[config.mk]
export PLATFORM = sky130hd
export DESIGN_NAME = tff_mem_ctrl
export DESIGN_NICKNAME = d
export VERILOG_FILES = /design/src/rtl/tff_mem_ctrl.sv
export SDC_FILE = /design/constraint.sdc
export NUM_CORES = 1
export LEC_CHECK = 0
export CAP_MARGIN = 20
export CORE_MARGIN = 5
export CORE_UTILIZATION = 40
export CTS_CLUSTER_DIAMETER = 150
export CTS_CLUSTER_SIZE = 25
export DETAILED_ROUTE_END_ITERATION = 10
export GPL_ROUTABILITY_DRIVEN = 0
export PLACE_DENSITY = 0.63
export SETUP_SLACK_MARGIN = 0.4
export SYNTH_ARGS = -nofsm -noshare
export SYNTH_HDL_FRONTEND = slang
export SYNTH_SLANG_ARGS = --single-unit
[constraint.sdc]
create_clock -name clk -period 3.32 [get_ports clk]
set_clock_uncertainty 0.15 [all_clocks]
set_input_delay 0.664 -clock clk [delete_from_list [all_inputs] [get_ports clk]]
set_output_delay 0.664 -clock clk [all_outputs]
set_load 0.005 [all_outputs]
[src/rtl/tff_mem_ctrl.sv]
// Write/read/clear sequencer for a bank of temporal flip-flop cells; reads are measured in clk cycles.
// Optional TFF_MEM_CTRL_CLR_ALL_EN adds clr_all_i, which clears every cell from IDLE.
module tff_mem_ctrl #(
  parameter int CELLS    = 4,
  parameter int AW       = 2,
  parameter int TW       = 8,
  parameter int SYNC_LAT = 2
) (
  input  logic             clk,
  input  logic             rstb,
`ifdef TFF_MEM_CTRL_CLR_ALL_EN
  input  logic             clr_all_i,
`endif
  input  logic             wr_req_i,
  input  logic [AW-1:0]    wr_addr_i,
  input  logic [TW-1:0]    wr_time_i,
  output logic             wr_ack_o,
  input  logic             rd_req_i,
  input  logic [AW-1:0]    rd_addr_i,
  output logic             rd_ack_o,
  output logic             rd_valid_o,
  output logic [TW-1:0]    rd_time_o,
  output logic             rd_ovf_o,
  output logic             busy_o,
  output logic [CELLS-1:0] occ_o,
  output logic [CELLS-1:0] tff_we_o,
  output logic [CELLS-1:0] tff_re_o,
  output logic [CELLS-1:0] tff_rstb_o,
  input  logic [CELLS-1:0] tff_out_i
);

  typedef enum logic [1:0] {S_IDLE, S_WRITE, S_READ, S_CLEAR} state_t;

  localparam logic [TW-1:0] ONE   = TW'(1);
  localparam logic [TW-1:0] LAT_W = TW'(SYNC_LAT);

  state_t           state_q, state_d;
  logic [AW-1:0]    addr_q, addr_d;
  logic [TW-1:0]    cnt_q, cnt_d;
  logic             empty_q, empty_d;
  logic             all_q, all_d;
  logic             last_rd_q, last_rd_d;
  logic             wr_ack_q, wr_ack_d, rd_ack_q, rd_ack_d, rd_valid_q, rd_valid_d;
  logic [TW-1:0]    rd_time_q, rd_time_d;
  logic             rd_ovf_q, rd_ovf_d, busy_q, busy_d;
  logic [CELLS-1:0] occ_q, occ_d, we_q, we_d, re_q, re_d, rstb_q, rstb_d;
  logic [CELLS-1:0] sync_q [SYNC_LAT];
  logic [CELLS-1:0] sync_nxt;
  logic             clr_req, grant_wr, rise;

`ifdef TFF_MEM_CTRL_CLR_ALL_EN
  assign clr_req = clr_all_i;
`else
  assign clr_req = 1'b0;
`endif

  // Edge is taken on the value the last sync stage is about to load, so it is registered at that edge.
  if (SYNC_LAT > 1) begin : g_sync
    assign sync_nxt = sync_q[SYNC_LAT-2];
  end else begin : g_nosync
    assign sync_nxt = tff_out_i;
  end

  assign rise     = sync_nxt[addr_q] & ~sync_q[SYNC_LAT-1][addr_q];
  assign grant_wr = wr_req_i & (~rd_req_i | last_rd_q);

  always_comb begin
    state_d    = state_q;
    addr_d     = addr_q;
    cnt_d      = cnt_q;
    empty_d    = empty_q;
    all_d      = all_q;
    last_rd_d  = last_rd_q;
    wr_ack_d   = 1'b0;
    rd_ack_d   = 1'b0;
    rd_valid_d = 1'b0;
    rd_time_d  = rd_time_q;
    rd_ovf_d   = rd_ovf_q;
    occ_d      = occ_q;
    we_d       = '0;
    re_d       = '0;
    rstb_d     = '1;
    case (state_q)
      S_IDLE: begin
        if (clr_req) begin
          all_d   = 1'b1;
          cnt_d   = '0;
          state_d = S_CLEAR;
        end else if (grant_wr) begin
          wr_ack_d  = 1'b1;
          addr_d    = wr_addr_i;
          cnt_d     = wr_time_i;
          last_rd_d = 1'b0;
          state_d   = S_WRITE;
        end else if (rd_req_i) begin
          rd_ack_d  = 1'b1;
          addr_d    = rd_addr_i;
          cnt_d     = '0;
          empty_d   = ~occ_q[rd_addr_i];
          all_d     = 1'b0;
          last_rd_d = 1'b1;
          state_d   = S_READ;
        end
      end
      S_WRITE: begin
        if (cnt_q == '0) begin
          state_d = S_IDLE;
        end else begin
          we_d[addr_q] = 1'b1;
          cnt_d        = cnt_q - ONE;
          if (cnt_q == ONE) begin
            occ_d[addr_q] = 1'b1;
            state_d       = S_IDLE;
          end
        end
      end
      S_READ: begin
        if (empty_q) begin
          rd_valid_d = 1'b1;
          rd_time_d  = '0;
          rd_ovf_d   = 1'b0;
          state_d    = S_IDLE;
        end else if (cnt_q == '0) begin
          re_d[addr_q] = 1'b1;
          cnt_d        = ONE;
        end else if (rise) begin
          rd_time_d = (cnt_q > LAT_W) ? cnt_q - LAT_W : '0;
          rd_ovf_d  = 1'b0;
          cnt_d     = '0;
          state_d   = S_CLEAR;
        end else if (cnt_q == '1) begin
          rd_time_d = '1;
          rd_ovf_d  = 1'b1;
          cnt_d     = '0;
          state_d   = S_CLEAR;
        end else begin
          re_d[addr_q] = 1'b1;
          cnt_d        = cnt_q + ONE;
        end
      end
      S_CLEAR: begin
        if (all_q) rstb_d = '0;
        else       rstb_d[addr_q] = 1'b0;
        if (cnt_q == '0) begin
          rd_valid_d = ~all_q;
          cnt_d      = ONE;
        end else begin
          if (all_q) occ_d = '0;
          else       occ_d[addr_q] = 1'b0;
          cnt_d   = '0;
          state_d = S_IDLE;
        end
      end
      default: state_d = S_IDLE;
    endcase
    busy_d = (state_d != S_IDLE);
  end

  always_ff @(posedge clk or negedge rstb) begin
    if (!rstb) begin
      state_q    <= S_IDLE;
      addr_q     <= '0;
      cnt_q      <= '0;
      empty_q    <= 1'b0;
      all_q      <= 1'b0;
      last_rd_q  <= 1'b1;
      wr_ack_q   <= 1'b0;
      rd_ack_q   <= 1'b0;
      rd_valid_q <= 1'b0;
      rd_time_q  <= '0;
      rd_ovf_q   <= 1'b0;
      busy_q     <= 1'b0;
      occ_q      <= '0;
      we_q       <= '0;
      re_q       <= '0;
      rstb_q     <= '0;
      for (int i = 0; i < SYNC_LAT; i++) sync_q[i] <= '0;
    end else begin
      state_q    <= state_d;
      addr_q     <= addr_d;
      cnt_q      <= cnt_d;
      empty_q    <= empty_d;
      all_q      <= all_d;
      last_rd_q  <= last_rd_d;
      wr_ack_q   <= wr_ack_d;
      rd_ack_q   <= rd_ack_d;
      rd_valid_q <= rd_valid_d;
      rd_time_q  <= rd_time_d;
      rd_ovf_q   <= rd_ovf_d;
      busy_q     <= busy_d;
      occ_q      <= occ_d;
      we_q       <= we_d;
      re_q       <= re_d;
      rstb_q     <= rstb_d;
      sync_q[0]  <= tff_out_i;
      for (int i = 1; i < SYNC_LAT; i++) sync_q[i] <= sync_q[i-1];
    end
  end

  assign wr_ack_o   = wr_ack_q;
  assign rd_ack_o   = rd_ack_q;
  assign rd_valid_o = rd_valid_q;
  assign rd_time_o  = rd_time_q;
  assign rd_ovf_o   = rd_ovf_q;
  assign busy_o     = busy_q;
  assign occ_o      = occ_q;
  assign tff_we_o   = we_q;
  assign tff_re_o   = re_q;
  assign tff_rstb_o = rstb_q;

endmodule
# Yosys cells after proc, flatten, opt, wreduce, memory -nomap -nowiden
# Index checks and enable logic that the tools add are counted.
[classes]
eq_ne = 11
mux = 60
n_addsub = 3
n_lt_le_gt_ge = 4
n_bitwise = 10
n_reduce_logical = 12
[op_table]
columns = ["op", "count"]
rows = [
  ["$mux W8", 12],
  ["$mux W4", 11],
  ["$pmux W8 S4", 1],
  ["$mux W2", 11],
  ["$mux W1", 18],
  ["$ne A2 B2 Y1 const B", 5],
  ["$reduce_and A3 Y1", 3],
  ["$add A8 B1 Y8 const B", 1],
  ["$eq A8 B1 Y1 const B", 1],
  ["$eq A8 B8 Y1 const B", 1],
  ["$gt A8 B2 Y1 const B", 1],
  ["$logic_not A8 Y1", 1],
  ["$pmux W2 S4", 1],
  ["$pmux W4 S2", 1],
  ["$sub A8 B1 Y8 const B", 1],
  ["$sub A8 B2 Y8 const B", 1],
  ["$bmux W1 S2", 3],
  ["$lt A2 B3 Y1 const B", 2],
  ["$reduce_bool A2 Y1", 3],
  ["$and A4 B4 Y4", 1],
  ["$eq A2 B2 Y1 const B", 2],
  ["$not A1 Y1", 4],
  ["$not A4 Y4", 1],
  ["$or A4 B4 Y4", 1],
  ["other kinds (12)", 13],
]
[word_totals]
elab_cells = 117
output_inout_bits = 29
regBits = 51

# Logic depth before layout (Yosys ltp)
# Gate-level depths: netlist of run 1.
[logic_depth]
ltp_word = 9
mapped_depth = 10

# Worst setup path after synthesis of run 1
# No wires, ideal clock.
[synth_timing]
path_type = "register -> register"
startpoint = "reg cnt_q[0]"
endpoint = "reg cnt_q[3]"
period_less_slack_ns = 2.711
setup_ns = 0.082
arrival_time_ns = 2.478
n_path_buf = 3
stages_incl_launch_ff = 11
setup_slack_ns = 0.609
t_required_ns = 3.088
path_cell_list = "dfrtp_1 clkbuf_1 inv_1 ha_1 nor3b_1 and2_0 clkbuf_1 or4_1 buf_2 o32a_1 o22ai_2"
[synth_via]
elab_chain_len = 6
[synth_lines]
columns = ["item", "line_no", "text"]
rows = [
  ["start: declaration", "39", "logic [TW-1:0] cnt_q, cnt_d;"],
  ["start signal: assignment", "181", "cnt_q <= cnt_d;"],
  ["$add A8 B1 Y8 / $eq A8 B8 Y1 (equally long branches)", "138, 131", ""],
  ["$mux W8", "131", "end else if (cnt_q == '1) begin"],
  ["$mux W8", "126", "end else if (rise) begin"],
  ["$mux W8", "123", "end else if (cnt_q == '0) begin"],
  ["$mux W8", "118", "if (empty_q) begin"],
  ["$pmux W8 S4", "83", "case (state_q)"],
]
# Parallel ways exist; a longest one is shown, timed or not. The select of a mux whose other input is x is not followed.
# A chain may end at the register's enable or synchronous reset.

# Worst setup path after layout of run 1
# Ends and elaborated chain as after synthesis.

==> reports/metrics.cfg, run 1 <==
[outcome]
outcome = complete, no violations

[synth]
post_synth.cell_area_avg_um2 = 9.80
synth-seq-cells = 51
asyncSetResetFlopFracSynth_pct = 100
synth.area.top_cells = sky130_fd_sc_hd__dfrtp_1 49%, sky130_fd_sc_hd__nand2_1 4.5%, sky130_fd_sc_hd__a21oi_1 4.1%, sky130_fd_sc_hd__o21ai_0 3.3%, sky130_fd_sc_hd__ha_1 2.9%
yosys.area.top_type_share_pct = 48.6
dominantRegCellSynth = sky130_fd_sc_hd__dfrtp_1
postSynthNetCount = 289
yosys.cell_types.count = 51
synthesis.instances = 263
edff_count_synth = 0
yosysSeqAreaShare_pct = 49.6
synth.yosys.warnings = 0
synth_area_leader_cell = sky130_fd_sc_hd__dfrtp_1
synth.cell_area_um2 = 2580

[cells_and_area]
num-fill-cells = 606
most-common-layout-cells = 49 x sky130_fd_sc_hd__dfrtp_1, 47 x sky130_fd_sc_hd__clkdlybuf4s50_1, 31 x sky130_fd_sc_hd__nand2_1
syn_to_layout_area_delta_pct = 24.6
antenna_cells_inserted = 0
multi_input_area_um2 = 1200
layout-drive-gt1-share_pct = 8.79
seq_area_um2 = 1280
layout.cells.most_common = sky130_fd_sc_hd__dfrtp_1
num-nets-final = 332
stdcell_count = 384

[pwr]
power_density_over_cell_area_nw_per_um2 = 589
share_seq_of_total_power_pct = 46.6
internal-power_w = 0.00118
cellLeakagePower_nw = 1.33
netSwitchingPower_w = 0.000715
comb_pwr_share_pct = 33.2
power.switching_fraction_pct = 37.8
ir_drop_mv = 0.258
power_frac_clock_pct = 20.2

[clock_network]
cts_hold_buf = 0
tritoncts = yes
cts_root_buf = sky130_fd_sc_hd__clkbuf_8
ctsHtreeMaxLevel = 2
clk_latency_ns = 0.31
cts.sink_count = 51
worst_setup_hold_path_clk_slew_ns = 0.11
numCtsBuffers = 5
ctsLongestPathBuffers = 2

[critical_path]
setup_cp_type = reg2reg
timing.critical_path.arrival_ns = 2.84
worstPathMaxFanout = 12
cp_slowest_cell = sky130_fd_sc_hd__or4_1
setup.worst_path.start_class = flop
slowest_delay_ns = 0.68
required_ns = 3.41
end_kind = flop
r2r-start = cnt_q[0]
worst-r2r-setup-slack_ns = 0.58
path_cells = inv_1 -> ha_1 -> nor3b_1 -> and2_0 -> or4_1 -> o32a_1 -> o22ai_2
reg2reg_to = cnt_q[3]
timing.critical_path.from = cnt_q[0]
reg2regPathDepth = 7

[detailed_routing]
dr.pass1.iters = 5
route.vias.total = 2065
route.final.wire_length_um = 5780
route.detailed.vias_per_inst = 5.38
routed-wl-met3_um = 320
top_signal_layer_used = met4
remaining_drc_errors = 0
avgRoutedWirePerCell_um = 15.1
drt.antenna.violating_nets = 0
met1_length_um = 2800
route.met2.wl_um = 2560
drt_iter0_drc = 156

[sta]
timing.max_slew.rel_slack_pct = 39.4
tightest_slew_ns = 0.909
timing_hold_violations_final = 0
setup_viol = 0
rsz0062_at_grt = no
timing.final.crit_share_pct = 82.7
period_needed_ns = 2.74
fmaxAchievable_mhz = 364
fin_ws_ns = 0.576
drv_slew = 0
setup_total_negative_slack_ns = 0

[global_route]
largest_net_degree_at_the_start_of_global_routing = 42
grt-ovfl-total = 0
antenna_found_initial = 0
groute.usage.overall_pct = 14.7
grt_pass1_vias = 1961
grt_pass1_wl_um = 10000

[die]
fp-row-count = 29
core_area_um2 = 6310
die-width_um = 90.3
floorplan.die.height_um = 90.3
pin_count = 49
dieArea_um2 = 8150
start_util_pct = 40.8

[placement]
post_detail_place_hpwl_um = 4310
placed_cells = 376
count_of_buffers_from_port_buffering = 48
pre_cts_slack_ns = 0.476

[worst_hold_path]
hold_path.class = reg2reg
hp-start = sync_nxt[0]
whs_endpoint = sync_q[0]
whs_path_depth = 0

[job]
max_cap_violations = 0

critical path: cells and delay by family, from the launching register on:
family,cells,cell delay (ns)
buf+inv,1,0.12
flops,1,0.51
simple gates,3,1.14
fa+ha+maj,1,0.26
compound gates,2,0.49
area by class of cell:
type	instances	share of cell area (%)
well taps	77	3.00
inverters	7	0.818
repair buffers	53	16.0
multi-input cells	188	37.4
flip-flops and latches	51	39.8
clock inverters	3	0.857
clock buffers	5	2.14
worst max-delay path by stage:
stage          cells past startpoint       end  slack [ns]
6_report                           7  cnt_q[3]        0.58
3_3_place_gp                       7  cnt_q[3]        0.59
4_1_cts                            7  cnt_q[3]        0.45
3_5_place_dp                       7  cnt_q[3]        0.48
2_1_floorplan                     10  cnt_q[3]        0.61
5_1_grt                            7  cnt_q[3]        0.43
registers in the layout (all words and copies together), names as in the netlist, 2 cells and up, named ones only:
| name | flops |
|---|---|
| addr_q | 2 |
| cnt_q | 8 |
| rd_time_o | 8 |
| state_q | 2 |
| sync_nxt | 4 |
| sync_q | 4 |
| tff_re_o | 4 |
| tff_rstb_o | 4 |
| tff_we_o | 4 |
synth_stat cells, types with 6 or more instances:
library cell,count
sky130_fd_sc_hd__nand2_1,31
sky130_fd_sc_hd__clkbuf_1,12
sky130_fd_sc_hd__nor2b_1,8
sky130_fd_sc_hd__a21oi_1,21
sky130_fd_sc_hd__inv_1,7
sky130_fd_sc_hd__o21ai_0,17
sky130_fd_sc_hd__xnor2_1,6
sky130_fd_sc_hd__nand2b_1,6
sky130_fd_sc_hd__a31oi_1,9
sky130_fd_sc_hd__dfrtp_1,50
sky130_fd_sc_hd__ha_1,6
sky130_fd_sc_hd__nor2_1,15
sky130_fd_sc_hd__nor3_1,7
through the flow:
stage	cell area [um^2]	utilization (%)	hold WS [ns]	power, W
finish	3210	50.9	0.224	0.00189
global route	3210	50.9	0.245	0.00203
CTS	3210	50.8	0.227	0.00190
detailed placement	3110	49.3	0.210	0.00151
global placement	3110	49.3	0.202	0.00151
floorplan	2580	-	0.197	0.00135
layer usage:
metal | track usage, % | vias up
met3 | 3.08 | 7
met4 | 4.71 | 0
met5 | 0 | -
li1 | - | 1027
met2 | 22.2 | 61
met1 | 21.2 | 970
logic make-up after synthesis:
family,count (synthesis),synth area share [%]
simple gates,95,19.7
compound gates,73,18.0
flops,51,49.6
buf+inv,24,3.84
xor+xnor,9,3.06
fa+ha+maj,6,2.91
mux,5,2.96
what timing repair did:
| action | 4_1_cts | 5_1_grt |
|---|---|---|
| endpoints found under the setup margin | 0 | 4 |
| buffers inserted | 0 | 0 |
| resized for setup | 0 | 1 |
power groups by stage:
stage,Sequential (W),Combinational [W],Clock [W]
2_1_floorplan,0.000763,0.000584,0
3_3_place_gp,0.000886,0.000620,0
3_5_place_dp,0.000891,0.000620,0
4_1_cts,0.000878,0.000625,0.000396
5_1_grt,0.000904,0.000710,0.000417
6_report,0.000882,0.000627,0.000381
Note: power is estimated with default switching activity, not from simulation.
==> run 2, diff against run 1 <==
==> constraint.sdc (replaced) <==
create_clock -name clk -period 2.7 [get_ports clk]
set_clock_uncertainty 0.15 [all_clocks]
set_input_delay 0.54 -clock clk [delete_from_list [all_inputs] [get_ports clk]]
set_output_delay 0.54 -clock clk [all_outputs]
set_load 0.005 [all_outputs]
==> run 2 against run 1 <==
  * Sequential share of layout area fell by 2.1 points
  * Setup slack got worse by 0.13 ns
  * Wire length rose by 7.1%
  * Cell area rose by 5.9%
  * Global-route usage rose by 0.66 points
  * Critical path type unchanged
  * Highest routed layer unchanged
  * First-iteration DRC count rose by 24%
==> reports/metrics.cfg, run 2 (same netlist as run 1, synthesis figures left out) <==
[outcome]
outcome = complete, no violations

[clock_network]
worst_setup_hold_path_clk_slew_ns = 0.10
numCtsBuffers = 5
cts_root_buf = sky130_fd_sc_hd__clkbuf_8
cts.sink_count = 51
clk_latency_ns = 0.31
ctsHtreeMaxLevel = 2
tritoncts = yes
ctsLongestPathBuffers = 2

[detailed_routing]
route.detailed.vias_per_inst = 5.37
dr.pass1.iters = 4
route.final.wire_length_um = 6190
avgRoutedWirePerCell_um = 15.6
remaining_drc_errors = 0
drt_iter0_drc = 194
drt.antenna.violating_nets = 0
route.vias.total = 2132

[placement]
post_detail_place_hpwl_um = 4440
placedInstanceArea_um2 = 3180
count_of_buffers_from_port_buffering = 48
placed_cells = 381

[cells_and_area]
stdcell_count = 397
layout-drive-gt1-share_pct = 16.9
num-nets-final = 345
antenna_cells_inserted = 0
total_non_filler_cell_area_in_the_finished_layout_um2 = 3400
syn_to_layout_area_delta_pct = 32.0
most-common-layout-cells = 47 x sky130_fd_sc_hd__dfrtp_1, 47 x sky130_fd_sc_hd__clkdlybuf4s50_1, 31 x sky130_fd_sc_hd__nand2_1

[die]
core_area_um2 = 6310
dieArea_um2 = 8150
pin_count = 49
floorplan.die.height_um = 90.3
fp-row-count = 29
start_util_pct = 40.8
die-width_um = 90.3

[pwr]
ir_drop_mv = 0.313
cellLeakagePower_nw = 1.41
power_density_over_cell_area_nw_per_um2 = 734

[critical_path]
timing.critical_path.arrival_ns = 2.34
end_kind = flop
slowest_delay_ns = 0.65
worstPathMaxFanout = 12
setup.worst_path.start_class = flop
path_cells = nor4_4 -> buf_4 -> and2_1 -> or4_4 -> o32a_1 -> o22ai_2
cp_slowest_cell = sky130_fd_sc_hd__dfrtp_1
setup_cp_type = reg2reg
required_ns = 2.79
reg2regPathDepth = 6

[global_route]
grt_pass1_vias = 2167
grt-ovfl-total = 0
grt_pass1_wl_um = 10400
groute.usage.overall_pct = 15.4
largest_net_degree_at_the_start_of_global_routing = 52
antenna_found_initial = 0

[worst_hold_path]
hold_path.class = in2async

[sta]
timing.max_slew.rel_slack_pct = 58.5
tightest_slew_ns = 0.622
setup_viol = 0
setup_total_negative_slack_ns = 0
drv_slew = 0
timing_hold_violations_final = 0
fmaxAchievable_mhz = 444
period_needed_ns = 2.25
rsz0062_at_grt = yes
timing.final.crit_share_pct = 83.4

[job]
max_cap_violations = 0

[run 2: through the flow]
step | hold slack [ns] | setup slack (ns) | total power, W | util, %
finish | 0.172 | 0.447 | 0.00250 | 53.8
global route | 0.238 | 0.338 | 0.00267 | 53.8
CTS | 0.196 | 0.415 | 0.00246 | 52.6
detailed placement | 0.211 | 0.208 | 0.00195 | 50.4
global placement | 0.206 | 0.229 | 0.00193 | 50.4
floorplan | 0.0944 | 0.408 | 0.00172 | -
[run 2: where the power goes]
| part | internal [W] | switching [W] | leakage [nW] |
|---|---|---|---|
| clock network | 0.000187 | 0.000267 | 0.0461 |
| registers | 0.000871 | 0.000196 | 0.630 |
| logic | 0.000484 | 0.000490 | 0.733 |
[run 2: final timing paths]
| check | slack, ns | start | to |
|---|---|---|---|
| worst max-delay path | 0.45 | cnt_q[5] | cnt_q[3] |
| max in group asynchronous | 1.78 | rstb | addr_q[0] |
| worst max register to register | 0.45 | cnt_q[5] | cnt_q[3] |
| worst min register to register | 0.23 | sync_nxt[1] | sync_q[1] |
| worst min-delay path | 0.17 | rstb | cnt_q[2] |
| min in group clk | 0.23 | sync_nxt[1] | sync_q[1] |
[run 2: layout make-up]
class                           count  area [um^2]
Clock buffer                        5         68.8
Clock inverter                      3         23.8
Fill cell                         578         2910
Inverter                            7         31.3
Multi-Input combinational cell    188         1290
Sequential cell                    51         1280
Tap cell                           77         96.3
Timing Repair Buffer               66          611
[run 2: worst max-delay path, delay by kind of cell (launching register included)]
family / cells / cell delay [ns]
DFF: 1 / 0.65
AOI/OAI and AO/OA: 2 / 0.41
buffers and inverters: 1 / 0.17
and+or+nand+nor: 3 / 0.80
[run 2: repair_timing]
item                       4_1_cts  5_1_grt
hold buffers                     0        0
gates resized for setup          9        6
setup buffers                    3        5
pin swaps                        0        3
hold endpoints to repair         0        0
setup endpoints to repair       17       21
[run 2: layer usage]
metal	track usage, %	vias up	routed length (um)	part of all wire, %
met2	24.6	62	2890	47
met4	5.71	0	125	2.0
li1	-	1053	-	-
met5	0	-	0	0
met3	2.83	11	314	5.1
met1	20.9	1006	2860	46
==> run 3, diff against run 2 <==
==> constraint.sdc (replaced) <==
create_clock -name clk -period 2.2 [get_ports clk]
set_clock_uncertainty 0.15 [all_clocks]
set_input_delay 0.44 -clock clk [delete_from_list [all_inputs] [get_ports clk]]
set_output_delay 0.44 -clock clk [all_outputs]
set_load 0.005 [all_outputs]
==> run 3 against run 2 <==
  * Global-route usage is 2.4 points higher
  * Count of clock-buffer cells in the layout stayed put
  * Sequential share of layout area is 7.9 points lower
  * Largest power group is now combinational logic
==> reports/metrics.cfg, run 3 (same netlist as run 1, synthesis figures left out) <==
[outcome]
outcome = complete, no violations

[cells_and_area]
num-nets-final = 408
num-fill-cells = 471
layout-drive-gt1-share_pct = 41.8
antenna_cells_inserted = 0
syn_to_layout_area_delta_pct = 67.0
stdcell_count = 460
most-common-layout-cells = 63 x sky130_fd_sc_hd__buf_4, 48 x sky130_fd_sc_hd__dfrtp_1, 37 x sky130_fd_sc_hd__clkdlybuf4s50_1
layout.cells.most_common = sky130_fd_sc_hd__buf_4

[job]
max_cap_violations = 0

[pwr]
report.power.total_w = 0.00380
cellLeakagePower_nw = 1.99
ir_drop_mv = 0.738
power_density_over_cell_area_nw_per_um2 = 882

[critical_path]
timing.critical_path.arrival_ns = 2.30
timing.critical_path.from = cnt_q[0]
end_kind = flop
reg2reg_to = cnt_q[3]
setup.worst_path.start_class = flop
setup_cp_type = reg2reg
worstPathMaxFanout = 4
slowest_delay_ns = 0.55
reg2regPathDepth = 7
cp_slowest_cell = sky130_fd_sc_hd__or4_4
r2r-start = cnt_q[0]
path_cells = inv_4 -> ha_4 -> nor3b_4 -> and2_4 -> or4_4 -> o32a_1 -> o22ai_2
required_ns = 2.30
worst-r2r-setup-slack_ns = 0.007
crit_path_end = cnt_q[3]

[sta]
rsz0062_at_grt = yes
fmaxAchievable_mhz = 456
setup_viol = 0
timing.final.crit_share_pct = 99.7
timing_hold_violations_final = 0
period_needed_ns = 2.19
timing.max_slew.rel_slack_pct = 56.8
tightest_slew_ns = 0.648
drv_slew = 0

[placement]
post_detail_place_hpwl_um = 4730
placed_cells = 411
count_of_buffers_from_port_buffering = 48

[die]
pin_count = 49
start_util_pct = 40.8
core_area_um2 = 6310
die-width_um = 90.3
floorplan.die.height_um = 90.3
dieArea_um2 = 8150
fp-row-count = 29

[clock_network]
worst_setup_hold_path_clk_slew_ns = 0.11
clk_latency_ns = 0.32
numCtsBuffers = 5
cts_root_buf = sky130_fd_sc_hd__clkbuf_8
cts.sink_count = 51
tritoncts = yes
cts_hold_buf = 0
ctsLongestPathBuffers = 2
ctsHtreeMaxLevel = 2

[detailed_routing]
avgRoutedWirePerCell_um = 16.9
route.final.wire_length_um = 7780
dr.pass1.iters = 5
remaining_drc_errors = 0
drt_iter0_drc = 164
route.vias.total = 2543
route.detailed.vias_per_inst = 5.53
drt.antenna.violating_nets = 0

[worst_hold_path]
hold_path.class = in2async

[global_route]
antenna_found_initial = 0
grt-ovfl-total = 0
grt_pass1_vias = 2348
largest_net_degree_at_the_start_of_global_routing = 52
groute.usage.overall_pct = 17.8
grt_pass1_wl_um = 11900

-- run 3: changes by cell type in the layout (fill, tap and decap cells not counted), sizes merged --
cell | previous run | this run
buf | 19 | 81
clkdlybuf4s50 | 47 | 37
dlymetal6s2s | 0 | 9
clkinv | 1 | 2
clkinvlp | 1 | 0
dlygate4sd2 | 0 | 1
or3 | 2 | 3
-- run 3: power breakdown --
part	switching [W]	internal, W
registers	0.000162	0.00107
logic	0.000957	0.00102
clock network	0.000355	0.000237
-- run 3: metrics by stage --
step / setup WS (ns) / hold WS, ns / TNS, ns / utilization [%] / instance area (um^2)
2_1_floorplan: -0.0649 / -0.00559 / -0.118 / - / 2660
3_5_place_dp: -0.0565 / 0.205 / -0.100 / 54.7 / 3450
6_report: 0.00660 / 0.0487 / 0 / 68.2 / 4300
3_3_place_gp: -0.0365 / 0.200 / -0.0640 / 54.7 / 3450
4_1_cts: 0.0470 / 0.0911 / 0 / 61.2 / 3870
5_1_grt: -0.0446 / 0.141 / -0.0757 / 68.2 / 4300
-- run 3: how the worst min path moves through the flow --
stage	start	endpoint	slack [ns]	depth (start not counted)
global placement	sync_nxt[0]	sync_q[0]	0.20	0
CTS	rstb	wr_ack_o	0.09	2
floorplan	rstb	asynchronous set/reset pin	-0.006	0
detailed placement	sync_nxt[3]	sync_q[3]	0.21	0
global route	rstb	cnt_q[7]	0.14	2
finish	rstb	wr_ack_o	0.05	2
-- run 3: per-layer routing --
layer / global-route usage, % / part of all wire [%] / vias up
met1: 23.9 / 42 / 1226
met5: 0 / 0 / -
met3: 3.00 / 5.8 / 12
met2: 29.3 / 51 / 111
li1: - / - / 1194
met4: 5.33 / 1.4 / 0
-- run 3: layout make-up --
type	count	area [um^2]	share of cell area, %
clock inverter	3	28.8	0.669
multi-input combinational	189	1620	37.5
tap	77	96.3	2.24
clock buffer	5	68.8	1.60
timing repair buffer	128	1180	27.5
inverter	7	31.3	0.727
sequential	51	1280	29.7
-- run 3: repair_timing --
action                     CTS  global route
gates cloned                 1             1
setup endpoints to repair   30            39
hold endpoints to repair     0             0
setup buffers               17            22
pin swaps                   21            13
resized for setup           49            61
-- run 3: critical path: cells and delay by family, from the launching register on --
kind / cells / cell delay [ns]
flops: 1 / 0.42
simple gates: 3 / 0.87
fa+ha+maj: 1 / 0.17
compound gates: 2 / 0.47
buf+inv: 1 / 0.05
